==> src/rtl/codes_pkg.sv <==
// Shared type and helper definitions for the CPU memory stage.
//   size_t     : 32-bit data/address word
//   memop_t    : load/store operation codes
//   memstate_t : state encoding of the load/store engine
// Helper functions classify operations and build store byte lanes.
package codes;

    typedef logic [31:0] size_t;

    typedef enum logic [3:0] {
        LB  = 4'd0,
        LBU = 4'd1,
        LH  = 4'd2,
        LHU = 4'd3,
        LW  = 4'd4,
        LWL = 4'd5,
        LWR = 4'd6,
        SB  = 4'd7,
        SH  = 4'd8,
        SW  = 4'd9
    } memop_t;

    typedef enum logic [1:0] {
        IDLE    = 2'd0,
        ISSUE   = 2'd1,
        CAPTURE = 2'd2
    } memstate_t;

    function automatic logic is_load(input memop_t op);
        return (op != SB) && (op != SH) && (op != SW);
    endfunction

    // Byte accesses and the unaligned-word ops (LWL/LWR) can never fault.
    function automatic logic is_misaligned(input memop_t op, input logic [1:0] k);
        case (op)
            LH, LHU, SH: return k[0];
            LW, SW:      return (k != 2'b00);
            default:     return 1'b0;
        endcase
    endfunction

    function automatic logic [3:0] store_byteenable(input memop_t op, input logic [1:0] k);
        case (op)
            SB:      return 4'b0001 << k;
            SH:      return k[1] ? 4'b1100 : 4'b0011;
            default: return 4'b1111;
        endcase
    endfunction

    // Replicating the datum across every lane lets the byteenable alone
    // pick the destination, so no data shifter is needed.
    function automatic size_t store_lanes(input memop_t op, input size_t data);
        case (op)
            SB:      return {4{data[7:0]}};
            SH:      return {2{data[15:0]}};
            SW:      return data;
            default: return '0;
        endcase
    endfunction

endpackage

==> src/rtl/mem_load_align.sv <==
// Combinational load aligner: extracts, sign/zero-extends or merges the
// returned memory word according to the load operation and byte offset.
// Ports:
//   op     : load operation
//   k      : byte offset within the word (addr[1:0])
//   w      : word returned by memory
//   rt_old : current rt value, merged for LWL/LWR
//   result : final 32-bit load value
module mem_load_align
    import codes::*;
(
    input  memop_t     op,
    input  logic [1:0] k,
    input  size_t      w,
    input  size_t      rt_old,
    output size_t      result
);

    logic [7:0]  w_byte [4];
    logic [7:0]  sel_byte;
    logic [15:0] sel_half;
    logic [4:0]  lwl_shift;
    logic [4:0]  lwr_shift;

    for (genvar gi = 0; gi < 4; gi++) begin : g_bytes
        assign w_byte[gi] = w[8*gi +: 8];
    end

    assign sel_byte  = w_byte[k];
    assign sel_half  = k[1] ? w[31:16] : w[15:0];
    assign lwl_shift = {2'd3 - k, 3'b000};
    assign lwr_shift = {k, 3'b000};

    always_comb begin
        result = w;
        case (op)
            LB:  result = {{24{sel_byte[7]}}, sel_byte};
            LBU: result = {24'd0, sel_byte};
            LH:  result = {{16{sel_half[15]}}, sel_half};
            LHU: result = {16'd0, sel_half};
            LW:  result = w;
            // The rt mask is written as ~(ones << s) so k=3 yields an all-zero
            // mask without needing a 32-bit shift.
            LWL: result = (w << lwl_shift) | (rt_old & ~(32'hFFFF_FFFF << lwl_shift));
            LWR: result = (w >> lwr_shift) | (rt_old & ~(32'hFFFF_FFFF >> lwr_shift));
            default: result = w;
        endcase
    end

endmodule

==> src/rtl/mem_access_unit.sv <==
// Avalon-MM master load/store engine for the CPU memory stage. Takes one
// command at a time, issues a single word-aligned read or write, and
// reports completion with a one-cycle done pulse.
// Ports:
//   clk, reset         : clock, synchronous active-high reset
//   start, op, addr    : command strobe, operation, byte address
//   store_data, rt_old : store value, old rt for LWL/LWR merge
//   busy, done, err    : engine busy, completion pulse, misaligned flag
//   load_result        : load value, held until the next load completes
//   av_*               : Avalon-MM master interface (all outputs registered)
module mem_access_unit
    import codes::*;
(
    input  logic       clk,
    input  logic       reset,
    input  logic       start,
    input  memop_t     op,
    input  size_t      addr,
    input  size_t      store_data,
    input  size_t      rt_old,
    output logic       busy,
    output logic       done,
    output logic       err,
    output size_t      load_result,
    output size_t      av_address,
    output logic       av_read,
    output logic       av_write,
    output logic [3:0] av_byteenable,
    output size_t      av_writedata,
    input  size_t      av_readdata,
    input  logic       av_waitrequest
);

    memstate_t  state_reg;
    memop_t     op_reg;
    logic [1:0] k_reg;
    size_t      rt_old_reg;
    size_t      align_result;

    mem_load_align u_align (
        .op     (op_reg),
        .k      (k_reg),
        .w      (av_readdata),
        .rt_old (rt_old_reg),
        .result (align_result)
    );

    assign busy = (state_reg != IDLE);

    always_ff @(posedge clk) begin
        if (reset) begin
            state_reg     <= IDLE;
            op_reg        <= LB;
            k_reg         <= 2'b00;
            rt_old_reg    <= '0;
            done          <= 1'b0;
            err           <= 1'b0;
            load_result   <= '0;
            av_address    <= '0;
            av_read       <= 1'b0;
            av_write      <= 1'b0;
            av_byteenable <= 4'b0000;
            av_writedata  <= '0;
        end else begin
            done <= 1'b0;
            case (state_reg)
                IDLE: begin
                    if (start) begin
                        op_reg     <= op;
                        k_reg      <= addr[1:0];
                        rt_old_reg <= rt_old;
                        if (is_misaligned(op, addr[1:0])) begin
                            // Fault completes immediately without touching the bus.
                            done <= 1'b1;
                            err  <= 1'b1;
                        end else begin
                            err           <= 1'b0;
                            state_reg     <= ISSUE;
                            av_address    <= {addr[31:2], 2'b00};
                            av_read       <= is_load(op);
                            av_write      <= !is_load(op);
                            av_byteenable <= store_byteenable(op, addr[1:0]);
                            av_writedata  <= store_lanes(op, store_data);
                        end
                    end
                end
                ISSUE: begin
                    // Request outputs stay frozen until the slave accepts.
                    if (!av_waitrequest) begin
                        av_read  <= 1'b0;
                        av_write <= 1'b0;
                        if (is_load(op_reg)) begin
                            state_reg <= CAPTURE;
                        end else begin
                            done      <= 1'b1;
                            state_reg <= IDLE;
                        end
                    end
                end
                CAPTURE: begin
                    load_result <= align_result;
                    done        <= 1'b1;
                    state_reg   <= IDLE;
                end
                default: begin
                    state_reg <= IDLE;
                    av_read   <= 1'b0;
                    av_write  <= 1'b0;
                end
            endcase
        end
    end

endmodule

==> config.mk <==
export PLATFORM = sky130hd
export DESIGN_NAME = mem_access_unit
export DESIGN_NICKNAME = d
export VERILOG_FILES = /design/src/rtl/codes_pkg.sv /design/src/rtl/mem_load_align.sv /design/src/rtl/mem_access_unit.sv
export SDC_FILE = /design/constraint.sdc
export NUM_CORES = 1
export LEC_CHECK = 0
export CORE_UTILIZATION = 52
export DETAILED_ROUTE_END_ITERATION = 10
export PLACE_DENSITY = 0.95
export SLEW_MARGIN = 30
export SYNTH_ARGS = -nofsm -noshare
export SYNTH_HDL_FRONTEND = slang
export SYNTH_SLANG_ARGS = --single-unit
==> constraint.sdc <==
create_clock -name clk -period 2.7 [get_ports clk]
set_input_delay 0.27 -clock clk [delete_from_list [all_inputs] [get_ports clk]]
set_output_delay 0.27 -clock clk [all_outputs]
set_load 0.005 [all_outputs]
# Word-level counts from Yosys, hierarchy flattened
# Index checks and enable logic that the tools add are counted.
# totals
register_bits	142
in_bits	136
output_inout_bits	105
elab_cells	94
# classes
addsub	1
order_cmp	1
n_eq_ne	22
shift	5
n_mux	29
bitwise_logic	9
reduce_logical	15
# ops
operator	count
32-bit one-hot mux with 6 select lines	1
32-bit one-hot mux with 3 select lines	1
32-bit AND	2
32-bit NOT	2
32-bit OR	2
32-bit by 5-bit left shift with 32-bit output	1
32-bit by 5-bit left shift with 32-bit output (first input constant)	1
32-bit by 5-bit >> shifter with 32-bit output	1
32-bit by 5-bit >> shifter with 32-bit output (first input constant)	1
8-bit binary-select mux with 2-bit select	1
4-bit by 2-bit == test with 1-bit output (second input constant)	4
4-bit by 3-bit == test with 1-bit output (second input constant)	4
16-bit two-way mux	1
8-bit two-way mux	2
4-bit != test (second input constant)	4
1-bit two-way mux	12
1-bit one-hot mux with 3 select lines	3
4-bit == test (second input constant)	2
2-bit two-way mux	4
4-bit by 3-bit != test with 1-bit output (second input constant)	2
4-bit one-hot mux with 2 select lines	1
2-bit != test (second input constant)	3
3-bit AND reduction	2
4-bit by 1-bit == test with 1-bit output (second input constant)	1
other kinds (19)	24

# Logic depth before layout (Yosys ltp)
# Gate-level depths: netlist (run 1).
# logic_depth
word_depth	9
ltp_mapped	8
ltp_nobuf	4

# Modules after synthesis
# A second synthesis (run 1) with hierarchy kept.
# unflattened
cells_unflattened	911
hier_area_um2	7339.5
# modules_own_cells
mod	n_inst	cells_each	area_per_inst_um2	seq_area_each_um2
mem_access_unit	1	664	5331.4	2842.7
mem_load_align	1	247	2008.2	0.0

# Worst setup path before layout (run 1)
# OpenSTA, ideal clock, no wires.
# synth_path
path_kind	register to register
startpoint	register k_reg[1]
endpoint	register load_result[4]
setup_ns	0.131
arrival_ns	1.634
t_required_ns	2.569
path_slack_ns	0.935
stages_incl_launch_ff	9
path_buffers	4
synth_period_minus_slack_ns	1.765
path_cell_list	dfxtp_1 buf_2 buf_4 buf_2 buf_4 mux2i_1 nor2_1 a221oi_1 a21oi_1
# synth_via
elab_chain_cells	6
word_cells_on_any_way	17
classes_between	add/sub (1); shift (4); mux (5); bitwise (7)
# synth_lines
element	line_no	text
start, declared	mem_access_unit.sv:36	logic [1:0] k_reg;
start signal, assigned	mem_access_unit.sv:70	k_reg <= addr[1:0];
2-bit subtractor	mem_load_align.sv:31	assign lwl_shift = {2'd3 - k, 3'b000};
32-bit by 5-bit left shift with 32-bit output	mem_load_align.sv:44	LWL: result = (w << lwl_shift) | (rt_old & ~(32'hFFFF_FFFF << lwl_shift));
32-bit NOT	mem_load_align.sv:44	
32-bit AND	mem_load_align.sv:44	
32-bit OR	mem_load_align.sv:44	
32-bit one-hot mux with 6 select lines *	mem_load_align.sv:36	case (op)
end signal, assigned	mem_access_unit.sv:101	load_result <= align_result;
end, declared	mem_access_unit.sv:24	output size_t load_result,
# Every way passes the cells marked *; elsewhere a longest branch is shown, timed or not. The select of a mux whose other input is x is not followed.
# A chain may end at the register's enable or synchronous reset.

# Final worst setup path (run 1)
# layout_path
startpoint	input op[1]
endpoint	register av_writedata[22]
# layout_via
elab_chain_cells	8
word_cells_on_any_way	15
classes_between	eq/ne (6); mux (5); bitwise (1); reduce/logical (3)
# layout_lines
element	line_no	text
start, declared	mem_access_unit.sv:17	input memop_t op,
4-bit == test (tied with other cells)	codes_pkg.sv:35, codes_pkg.sv:53	
3-bit OR reduction or 2-bit OR reduction (tied branches)	codes_pkg.sv:35	case (op)
1-bit one-hot mux with 2 select lines	codes_pkg.sv:35	
1-bit two-way mux	mem_access_unit.sv:68	if (start) begin
1-bit two-way mux	mem_access_unit.sv:66	case (state_reg)
1-bit two-way mux	mem_access_unit.sv:51	if (reset) begin
1-bit NOT (no source line)	n/a	
3-bit AND reduction (no source line)	n/a	
end signal, assigned	mem_access_unit.sv:83	av_writedata <= store_lanes(op, store_data);
end, declared	mem_access_unit.sv:29	output size_t av_writedata,
# Several ways; a longest one is shown, not always the timed one. The select of a mux whose other input is x is not followed.

==> metrics.csv, run 1 <==
metric,value,unit
clk_pin_slew,0.06,ns
overflow,0,
ys.flop_type,dfxtp_1,
timing.final.crit_share,86.6,%
timing.final.ws_setup,0.361,ns
ant_nets,0,
port_buffers,238,
syn-instance-count,922,
cts_setup_buffers,0,
ctsHoldBuffers,0,
max_stage_delay,0.64,ns
rsz0062_at_grt,false,
avgSynthCellArea,8.69,sq um
vias,8842,
timing.final.max_slew_violations,0,
ctsHtreeMaxLevel,4,
tns,0,ns
cp_max_fo,37,
wl_per_cell,21.2,um
drive_gt1_share,10.4,%
cts-root-buf,clkbuf_16,
required,3.01,ns
path_buf_inv,2,
hold_class,input pin to flip-flop,
ios,241,
timing.fmax,427,MHz
finalCriticalPeriod,2.34,ns
clock_latency,0.43,ns
coreArea,15100,sq um
power_density,520,nW/um^2
die_h,126,um
p_leak,3.72,nW
dp_worst_setup_slack,0.0598,ns
design.die.area,15900,sq um
r2r-start,op_reg[1],
start_util,52.9,%
critPathTopFamily,buffers and inverters,
cts_buffers,17,
slowest_stage,clkdlybuf4s50_1,
first_iter_violations,1091,
grt_max_degree,61,
place.gp.congestion,0.958,
start_kind,input pin,
ys_types,62,
cts.path.max_buffers,2,
nFillCells,1028,
synth-edff-count,0,
relSlewSlack,47.2,%
drt_wl_total,27.9,mm
dpl_cell_area,10400,sq um
peakVddDrop,450,uV
dr.pass1.iters,8,
netlist_area,8010,sq um
cp-end-kind,flip-flop,
cts_sinks,142,
tightest_slew,0.792,ns
antenna_found_initial,0,
ys_ff_latch,142,
cp_cell_sequence,clkdlybuf4s50_1 > nand4bb_1 > o41a_2 > buf_4 > nand3_1 > a221o_1,
crit_type,input pin to flip-flop,
final_common_cell,clkdlybuf4s50_1,
drc_errors,0,
yosysWarnings,0,
async_reset_ff_share,0,%
worst_hold_startpoint,reset,
nNetsFinal,1252,
fin_skew,0.0101,ns
cts_tree,built,
seq_area_frac_synth,35.5,%
synthToLayoutAreaGrowth,37.1,%
vias_per_cell,6.71,
multi_input_area,4630,sq um
grt_pass1_wl,44.1,mm
fp.dieW,126,um
setup_violations,0,
cts-resized-gates,0,
postLayoutCellArea,11000,sq um
cp.arrival,2.65,ns
final_cell_mix,"237 x clkdlybuf4s50_1, 140 x dfxtp_1, 122 x nand2_1, 109 x a21oi_1, 56 x o31ai_1",
cap_viol_max_count,0,
grt_util_all_layers,34.7,%
ff_latch_area,2850,sq um
fp-row-count,45,
hold_viol_final,0,
worstSetupStartpoint,op[1],
hpwl,18.4,mm
status,"finished, final reports clean",
grt_pass1_vias,8387,
==> kinds of logic after synthesis <==
family | share of synthesized area (%)
AOI/OAI and AO/OA | 28.7
and+or+nand+nor | 17.8
DFF | 35.5
buffers and inverters | 7.28
muxes | 10.7
other | 0.0468
==> cell usage after synthesis (7+ instances only) <==
library cell  instances  area share (%)
a221o_1              24             3.0
nor4_1               10            0.78
nand3_1               9            0.56
clkbuf_1             49             2.3
dfxtp_1             142              35
o311ai_0              8            0.87
mux2i_1              32             4.0
a22oi_1              11             1.0
a31oi_1              21             1.6
nor3_1               11            0.69
inv_1                12            0.56
buf_2                13            0.81
o31ai_1              56             5.2
o221ai_1              7            0.77
nand4_1              33             2.6
nor2_1               29             1.4
a32oi_1               7            0.77
nand2b_1             13             1.0
o21ai_0              28             1.7
or4_1                 8            0.75
nand2_1             123             5.8
o211ai_1             16             1.5
buf_1                11            0.52
a221oi_1              9            0.98
buf_6                 9             1.3
o21a_1                9            0.84
a21oi_1             109             6.8
o31a_1                8            0.87
mux4_2               24             6.7
o22ai_1               7            0.55
buf_4                17             1.6
nor2b_1              10            0.78
==> layout make-up <==
| type | instances | share of cell area, % |
|---|---|---|
| multi-input cells | 668 | 42.1 |
| flip-flops and latches | 142 | 25.9 |
| repair buffers | 274 | 24.3 |
| clock buffers | 20 | 4.16 |
| well taps | 188 | 2.14 |
| clock inverters | 11 | 0.854 |
| inverters | 13 | 0.444 |
| diodes | 1 | 0.0228 |
==> through the flow <==
step           util (%)  cells  total power, mW  hold slack [ns]
6_report           72.5   1317             5.71            0.262
3_5_place_dp       68.9   1285             3.47            0.449
3_3_place_gp       68.9   1285             3.44            0.439
5_1_grt            72.5   1316             5.89            0.259
2_1_floorplan         -    923             2.93            0.406
4_1_cts            72.5   1316             5.68            0.237
==> where the power goes <==
group | internal (mW) | switching (mW)
clock | 1.30 | 0.935
sequential | 2.20 | 0.103
combinational | 0.576 | 0.598
==> per-layer routing <==
metal  global-route usage (%)  wire [um]  vias to the layer above
li1                         -          -                     3909
met1                     43.1      10100                     4077
met2                     55.4      12900                      740
met3                     8.45       3480                      116
met4                     19.1       1320                        0
met5                        0          0                        -
==> path summary, 6_finish.rpt <==
check                      to  slack [ns]  cells past startpoint
max          av_writedata[22]        0.36                      6
min                 op_reg[1]        0.26                      2
max reg2reg   load_result[28]        0.50                      4
min reg2reg    rt_old_reg[26]        0.46                      2
Note: power is estimated with default switching activity, not from simulation.
==> inputs of run 2 (changes only) <==
--- a/config.mk
+++ b/config.mk
@@ -5,6 +5,7 @@
 export SDC_FILE = /design/constraint.sdc
 export NUM_CORES = 1
 export LEC_CHECK = 0
+export CORE_MARGIN = 2
 export CORE_UTILIZATION = 52
 export DETAILED_ROUTE_END_ITERATION = 10
 export PLACE_DENSITY = 0.95
==> run 2 against run 1 <==
Non-clock buffer count down 2. Global-route usage fell by 0.82 points. Utilization increased by 0.51 points. Sequential power hardly changed. Setup slack better by 0.071 ns. Die area increased by 3.2%. Clock skew shrank 0.0011 ns. Sequential share of layout area decreased by 0.18 points. Maximum frequency rose by 3.1%. Critical endpoint is now av_writedata[16]. Largest cell class unchanged. Largest power group is now clock. Highest routed layer unchanged.
==> metrics.csv, run 2 (synthesis gave the netlist of run 1 again) <==
metric,value,unit
drt_wl_total,28.3,mm
drive_gt1_share,10.4,%
critPathTopFamily,buffers and inverters,
hold_viol_final,0,
tns,0,ns
cp_cell_sequence,clkdlybuf4s50_1 > nand2b_4 > o41a_2 > buf_4 > nand3_1 > a221o_1,
cp.depth,6,
final_cell_mix,"237 x clkdlybuf4s50_1, 140 x dfxtp_1, 122 x nand2_1, 109 x a21oi_1, 56 x o31ai_1",
grt_pass1_wl,43.6,mm
cap_viol_max_count,0,
hold_class,input pin to flip-flop,
fp.dieW,128,um
overflow,0,
timing.fmax,441,MHz
cts_sinks,142,
vias_per_cell,6.70,
ant_nets,0,
setup_violations,0,
port_buffers,238,
finalCriticalPeriod,2.27,ns
grt_util_all_layers,33.9,%
power_density,542,nW/um^2
place.gp.congestion,0.905,
start_kind,input pin,
drc_errors,0,
clk_pin_slew,0.07,ns
design.die.area,16400,sq um
tightest_slew,0.689,ns
timing.final.crit_share,84.0,%
cts-root-buf,clkbuf_16,
peakVddDrop,389,uV
antenna_cells,0,
cp.arrival,2.59,ns
grt_max_degree,60,
status,"finished, final reports clean",
dr.pass1.iters,6,
timing.final.max_slew_violations,0,
coreArea,15100,sq um
ctsHtreeMaxLevel,4,
cts_tree,built,
postLayoutCellArea,11100,sq um
max_stage_delay,0.73,ns
ios,241,
hpwl,18.6,mm
dpl_cell_area,10400,sq um
path_buf_inv,2,
cp_max_fo,37,
reg2regPathDepth,4,
fin_skew,0.00898,ns
die_h,128,um
cp-end-kind,flip-flop,
start_util,52.9,%
rsz0062_at_grt,false,
final_common_cell,clkdlybuf4s50_1,
vias,8814,
cts_buffers,17,
slowest_stage,clkdlybuf4s50_1,
fp-row-count,45,
relSlewSlack,53.9,%
first_iter_violations,1135,
grt_pass1_vias,8206,
clock_latency,0.43,ns
hold_depth,2,
cts_setup_buffers,0,
nNetsFinal,1250,
antenna_found_initial,1,
wl_per_cell,21.5,um
ctsHoldBuffers,0,
crit_type,input pin to flip-flop,
cts.path.max_buffers,2,
cts-resized-gates,0,
power.total,5.99,mW
required,3.02,ns
synthToLayoutAreaGrowth,38.1,%
p_leak,3.74,nW
run 2: changes by cell type in the layout (fill, tap and decap cells not counted):
cell       change
clkinv_2       -5
clkbuf_8       -1
clkinv_4       +1
buf_12         +2
buf_4          -4
clkbuf_1       -1
inv_6          +5
diode_2        -1
bufinv_16      +2
run 2: layer usage:
| metal | share of wire, % | vias to the layer above | track usage, % | routed length [um] |
|---|---|---|---|---|
| met4 | 5.0 | 0 | 17.3 | 1410 |
| met3 | 13 | 126 | 9.93 | 3790 |
| met1 | 36 | 4041 | 42.0 | 10200 |
| li1 | - | 3917 | - | - |
| met5 | 0 | - | 0 | 0 |
| met2 | 46 | 730 | 53.7 | 12900 |
run 2: path summary, 6_finish.rpt:
| kind | start | end | slack, ns |
|---|---|---|---|
| setup reg to reg | op_reg[1] | load_result[29] | 0.56 |
| hold / removal | reset | rt_old_reg[31] | 0.25 |
| hold reg to reg | rt_old_reg[5] | rt_old_reg[5] | 0.46 |
| setup / recovery | op[1] | av_writedata[16] | 0.43 |
run 2: cell type report:
| class | count | area [sq um] |
|---|---|---|
| flip-flops and latches | 142 | 2850 |
| clock inverters | 14 | 181 |
| inverters | 13 | 48.8 |
| clock buffers | 18 | 439 |
| multi-input cells | 668 | 4630 |
| well taps | 188 | 235 |
| fillers | 999 | 4080 |
| repair buffers | 272 | 2690 |
run 2: where the power goes:
part           switching, mW  internal [mW]
registers             0.0947           2.20
clock network           1.02           1.49
logic                  0.607          0.578
total                   1.72           4.27
run 2: metrics by stage:
stage               hold slack (ns)  util [%]  cells  worst slack, ns
finish                        0.251      73.1   1315            0.432
floorplan                     0.406         -    923            0.935
detailed placement            0.449      69.0   1283           0.0606
CTS                           0.242      73.1   1315            0.471
global route                  0.269      73.1   1315            0.311
global placement              0.446      69.0   1283            0.128
==> RTL change 1 (flow settings as in run 2) <==
Reset style: asynchronous (`reset`), changed in one clocked block. Comments in the files are not updated.
--- a/src/rtl/mem_access_unit.sv
+++ b/src/rtl/mem_access_unit.sv
@@ -47,7 +47,7 @@
 
     assign busy = (state_reg != IDLE);
 
-    always_ff @(posedge clk) begin
+    always_ff @(posedge clk or posedge reset) begin
         if (reset) begin
             state_reg     <= IDLE;
             op_reg        <= LB;
Check against the original RTL: differs if reset is asserted again (counterexample within 4 cycles, from zero or initial values and one cycle with reset high); with reset held inactive, the same outputs for 4 cycles.
==> RTL change 1 against run 2 <==
Setup slack better by 9.4 ps; count of clock-buffer cells in the layout down 1; register-to-register slack got worse by 120 ps; maximum frequency is 0.41% higher; sequential cell count stayed put; design area down 1.8%; wire length down 12%; sequential share of layout area rose by 7.0 points; synthesized area is 4.6% lower; via count shrank 20%; critical endpoint is now load_result[31]$_DFFE_PP0P_.
Power is not compared: it rests on default switching activity, and its combinational part moved more than twofold at a synthesized area within 25%.
==> RTL change 1: results (changes against run 2) <==
** Final layout
- Net count, final :: 1,066 (-15%)
- Fill cell count :: 904 (-9.5%)
- Area taken by flip-flops and latches :: 3560 um^2 (+25%)

** Critical path
- Following the worst setup path forward leads to its endpoint at load_result[31]$_DFFE_PP0P_.
- Critical Path Start Type :: flip-flop
- Maximum single-stage delay on the critical path :: 580 ps (-150 ps)
- Depth of the worst register-to-register path :: 5 (+1)
- Endpoint arrival time on the critical path :: 2530 ps (-60 ps)

** Status
- Status :: finished clean

** STA
- Worst clock skew :: 6.38 ps (-2.60 ps)
- The setup slack after layout was 441 ps (+9.37 ps).
- The worst hold slack after final layout was 420 ps (+169 ps).

** Synthesis
- Ranked by instance count, the synthesized netlist is headed by 142 x sky130_fd_sc_hd__dfrtp_1, 104 x sky130_fd_sc_hd__mux2_2, 52 x sky130_fd_sc_hd__nand2_1.
- The gate count after technology mapping is 699 (-24%).
- Ranked by total cell area, the synthesized netlist is headed by sky130_fd_sc_hd__dfrtp_1 46%, sky130_fd_sc_hd__mux2_2 15%, sky130_fd_sc_hd__mux2i_1 6.0%.
- The proportion of synthesized flip-flops having asynchronous set or reset was 100% (+100 points).
- The register area share after synthesis came to 46.5% (+11 points).

** Detailed routing
- The total via count after detailed routing is 7,049 (-20%).
- Average routed wire per standard cell :: 22.2 um (+2.8%)
- The iteration count of the initial detailed-routing pass came to 5 (-1).

** Worst hold path
- The worst hold path belongs to the class primary input to asynchronous set/reset pin.

** Global routing
- First-pass GRT wire length :: 38.6 mm (-11%)
- Initial antenna violation count :: 0 (-1)
- Combined global-route utilization of all metal layers :: 31.6% (-2.3 points)

** Placed design
- Post-placement worst setup slack :: 123 ps (+62.2 ps)
## RTL change 1: kinds of logic (layout without fill, tap and decap cells)
logic type	count (synthesis)	after routing	synth area share [%]
AO/OA/AOI/OAI	156	156	14.2
buffers and inverters	66	309	4.09
flip-flops	142	142	46.5
other	1	3	0.0491
AND/OR/NAND/NOR	173	173	11.2
multiplexers	161	161	24.0
## RTL change 1: final cells by class
cell class / instances / share of cell area [%]
diodes: 1 / 0.0230
clock buffers: 17 / 3.92
clock inverters: 15 / 1.60
inverters: 16 / 0.587
multi-input cells: 492 / 34.9
flip-flops and latches: 142 / 32.7
well taps: 184 / 2.12
repair buffers: 261 / 24.1
## RTL change 1: critical path, delay by kind of cell, from the launching register on
kind,cells,cell delay (ps)
AOI/OAI and AO/OA,2,740
DFF,1,580
muxes,2,510
buffers and inverters,1,240
## RTL change 1: per-layer routing
layer	vias to the layer above	routed length [um]	track usage, %
met5	-	0	0
met4	0	1290	16.1
met3	103	2780	10.9
met2	508	11600	50.2
met1	3393	9340	38.5
li1	3045	-	-
==> RTL change 2 (config.mk and constraints of run 2) <==
Made on the original files. Re-encode `memstate_t` (3 states) as one-hot, 3 bits wide.
--- a/src/rtl/codes_pkg.sv
+++ b/src/rtl/codes_pkg.sv
@@ -20,10 +20,10 @@
         SW  = 4'd9
     } memop_t;
 
-    typedef enum logic [1:0] {
-        IDLE    = 2'd0,
-        ISSUE   = 2'd1,
-        CAPTURE = 2'd2
+    typedef enum logic [2:0] {
+        IDLE    = 3'b001,
+        ISSUE   = 3'b010,
+        CAPTURE = 3'b100
     } memstate_t;
 
     function automatic logic is_load(input memop_t op);
Check against the original RTL: no difference found for any inputs over 4 cycles, from zero or initial values and one cycle with reset high; so few cycles prove little.
==> RTL change 2 against run 2 <==
Design area fell by 5.8%; via count shrank 12%; synthesized area fell by 7.9%; power down 2.3%; sequential cell count increased by 1; global-route usage is 0.70 points lower; setup slack got worse by 71 ps; wire length shrank 10%.
==> RTL change 2: results (changes against run 2) <==
** Synthesis
- Synth top area cells :: sky130_fd_sc_hd__dfxtp_1 39%, sky130_fd_sc_hd__mux2i_1 8.5%, sky130_fd_sc_hd__nand2_1 7.1%
- The count of cell types in the netlist came to 53 (-15%).
- Sequential fraction of the synthesis area :: 38.8% (+3.3 points)
- Top-area cell type share of the netlist area :: 38.8% (+3.3 points)
- The commonest cells after synthesis are 143 x sky130_fd_sc_hd__dfxtp_1, 139 x sky130_fd_sc_hd__nand2_1, 91 x sky130_fd_sc_hd__nor2_1.

** Critical path
- Setup CP Type :: flip-flop to flip-flop
- Depth of the worst register-to-register path :: 6 (+2)
- On the critical path, the stage with the largest delay is an instance of sky130_fd_sc_hd__or3b_2.
- Capturing point of the worst reg2reg path :: load_result[19]$_SDFFE_PP0N_
- Register-to-register setup slack :: 360 ps (-200 ps)
- Endpoint arrival time on the critical path :: 2700 ps (+110 ps)
- Highest net fanout along the worst path :: 12 (-68%)

** Pwr
- Net switching share of the total power :: 28.1% (-0.59 points)
- Total power divided by cell area :: 561 nW/um^2 (+3.7%)
- Sequential cell power :: 0.00233 W (+2%)

** Global routing
- Met3 usage :: 11.2% (+1.3 points)
- Vias in the first global route :: 7,427 (-9.5%)
- The pin count of the biggest net entering global routing is 66 (+10%).
- The met1 routing resource usage after global routing was 37.9% (-4.1 points).

** Detailed routing
- The wire length per cell after detailed routing was 20.5 um (-4.8%).
- The routed wire length is 25.5 mm (-10%).
- The met1 wire length was 8.97 mm (-12%).
- The total via count after detailed routing is 7,745 (-12%).

** Final layout
- The fraction of final layout cells with drive strength greater than 1 was 12.7% (+2.3 points).
- The final net count came to 1,188 (-5.0%).

** Status
- Status :: finished clean

** Placed design
- The placed wire-length estimate after detailed placement came to 17.9 mm (-3.9%).
- Final RePlAce weighted congestion :: 0.963 (+6.5%)
- The worst setup slack after placement is 253 ps (+192 ps).

** STA
- Worst clock skew :: 7.93 ps (-1.05 ps)

** Worst hold path
- WHS Endpoint :: state_reg[1]$_SDFFE_PP0P_
==> RTL change 2: cell types whose count changed after synthesis, sizes merged, moves of 21 or more <==
cell    delta
a211oi    +22
a21oi     -50
a221o     -24
a31oi     -21
mux2i     +31
nand4     -33
nor2      +61
o21ai     +24
o31ai     -55
==> RTL change 2: kinds of logic after synthesis <==
group,Yosys count,share of synthesized area [%]
other cells,1,0.0508
mux,96,16.2
simple gates,298,17.7
compound gates,220,21.9
flops,143,38.8
buf+inv,82,5.41
==> RTL change 2: worst max-delay path, delay by kind of cell, from the launching register on <==
kind / cells / cell delay [ps]
and+or+nand+nor: 3 / 1100
buffers and inverters: 1 / 160
DFF: 1 / 530
AOI/OAI and AO/OA: 2 / 490
==> RTL change 2: final cells by class <==
type / count / share of cell area (%)
flip-flops and latches: 143 / 27.5
inverters: 10 / 0.360
well taps: 180 / 2.16
clock inverters: 9 / 0.852
multi-input cells: 616 / 39.7
repair buffers: 264 / 25.1
clock buffers: 21 / 4.42
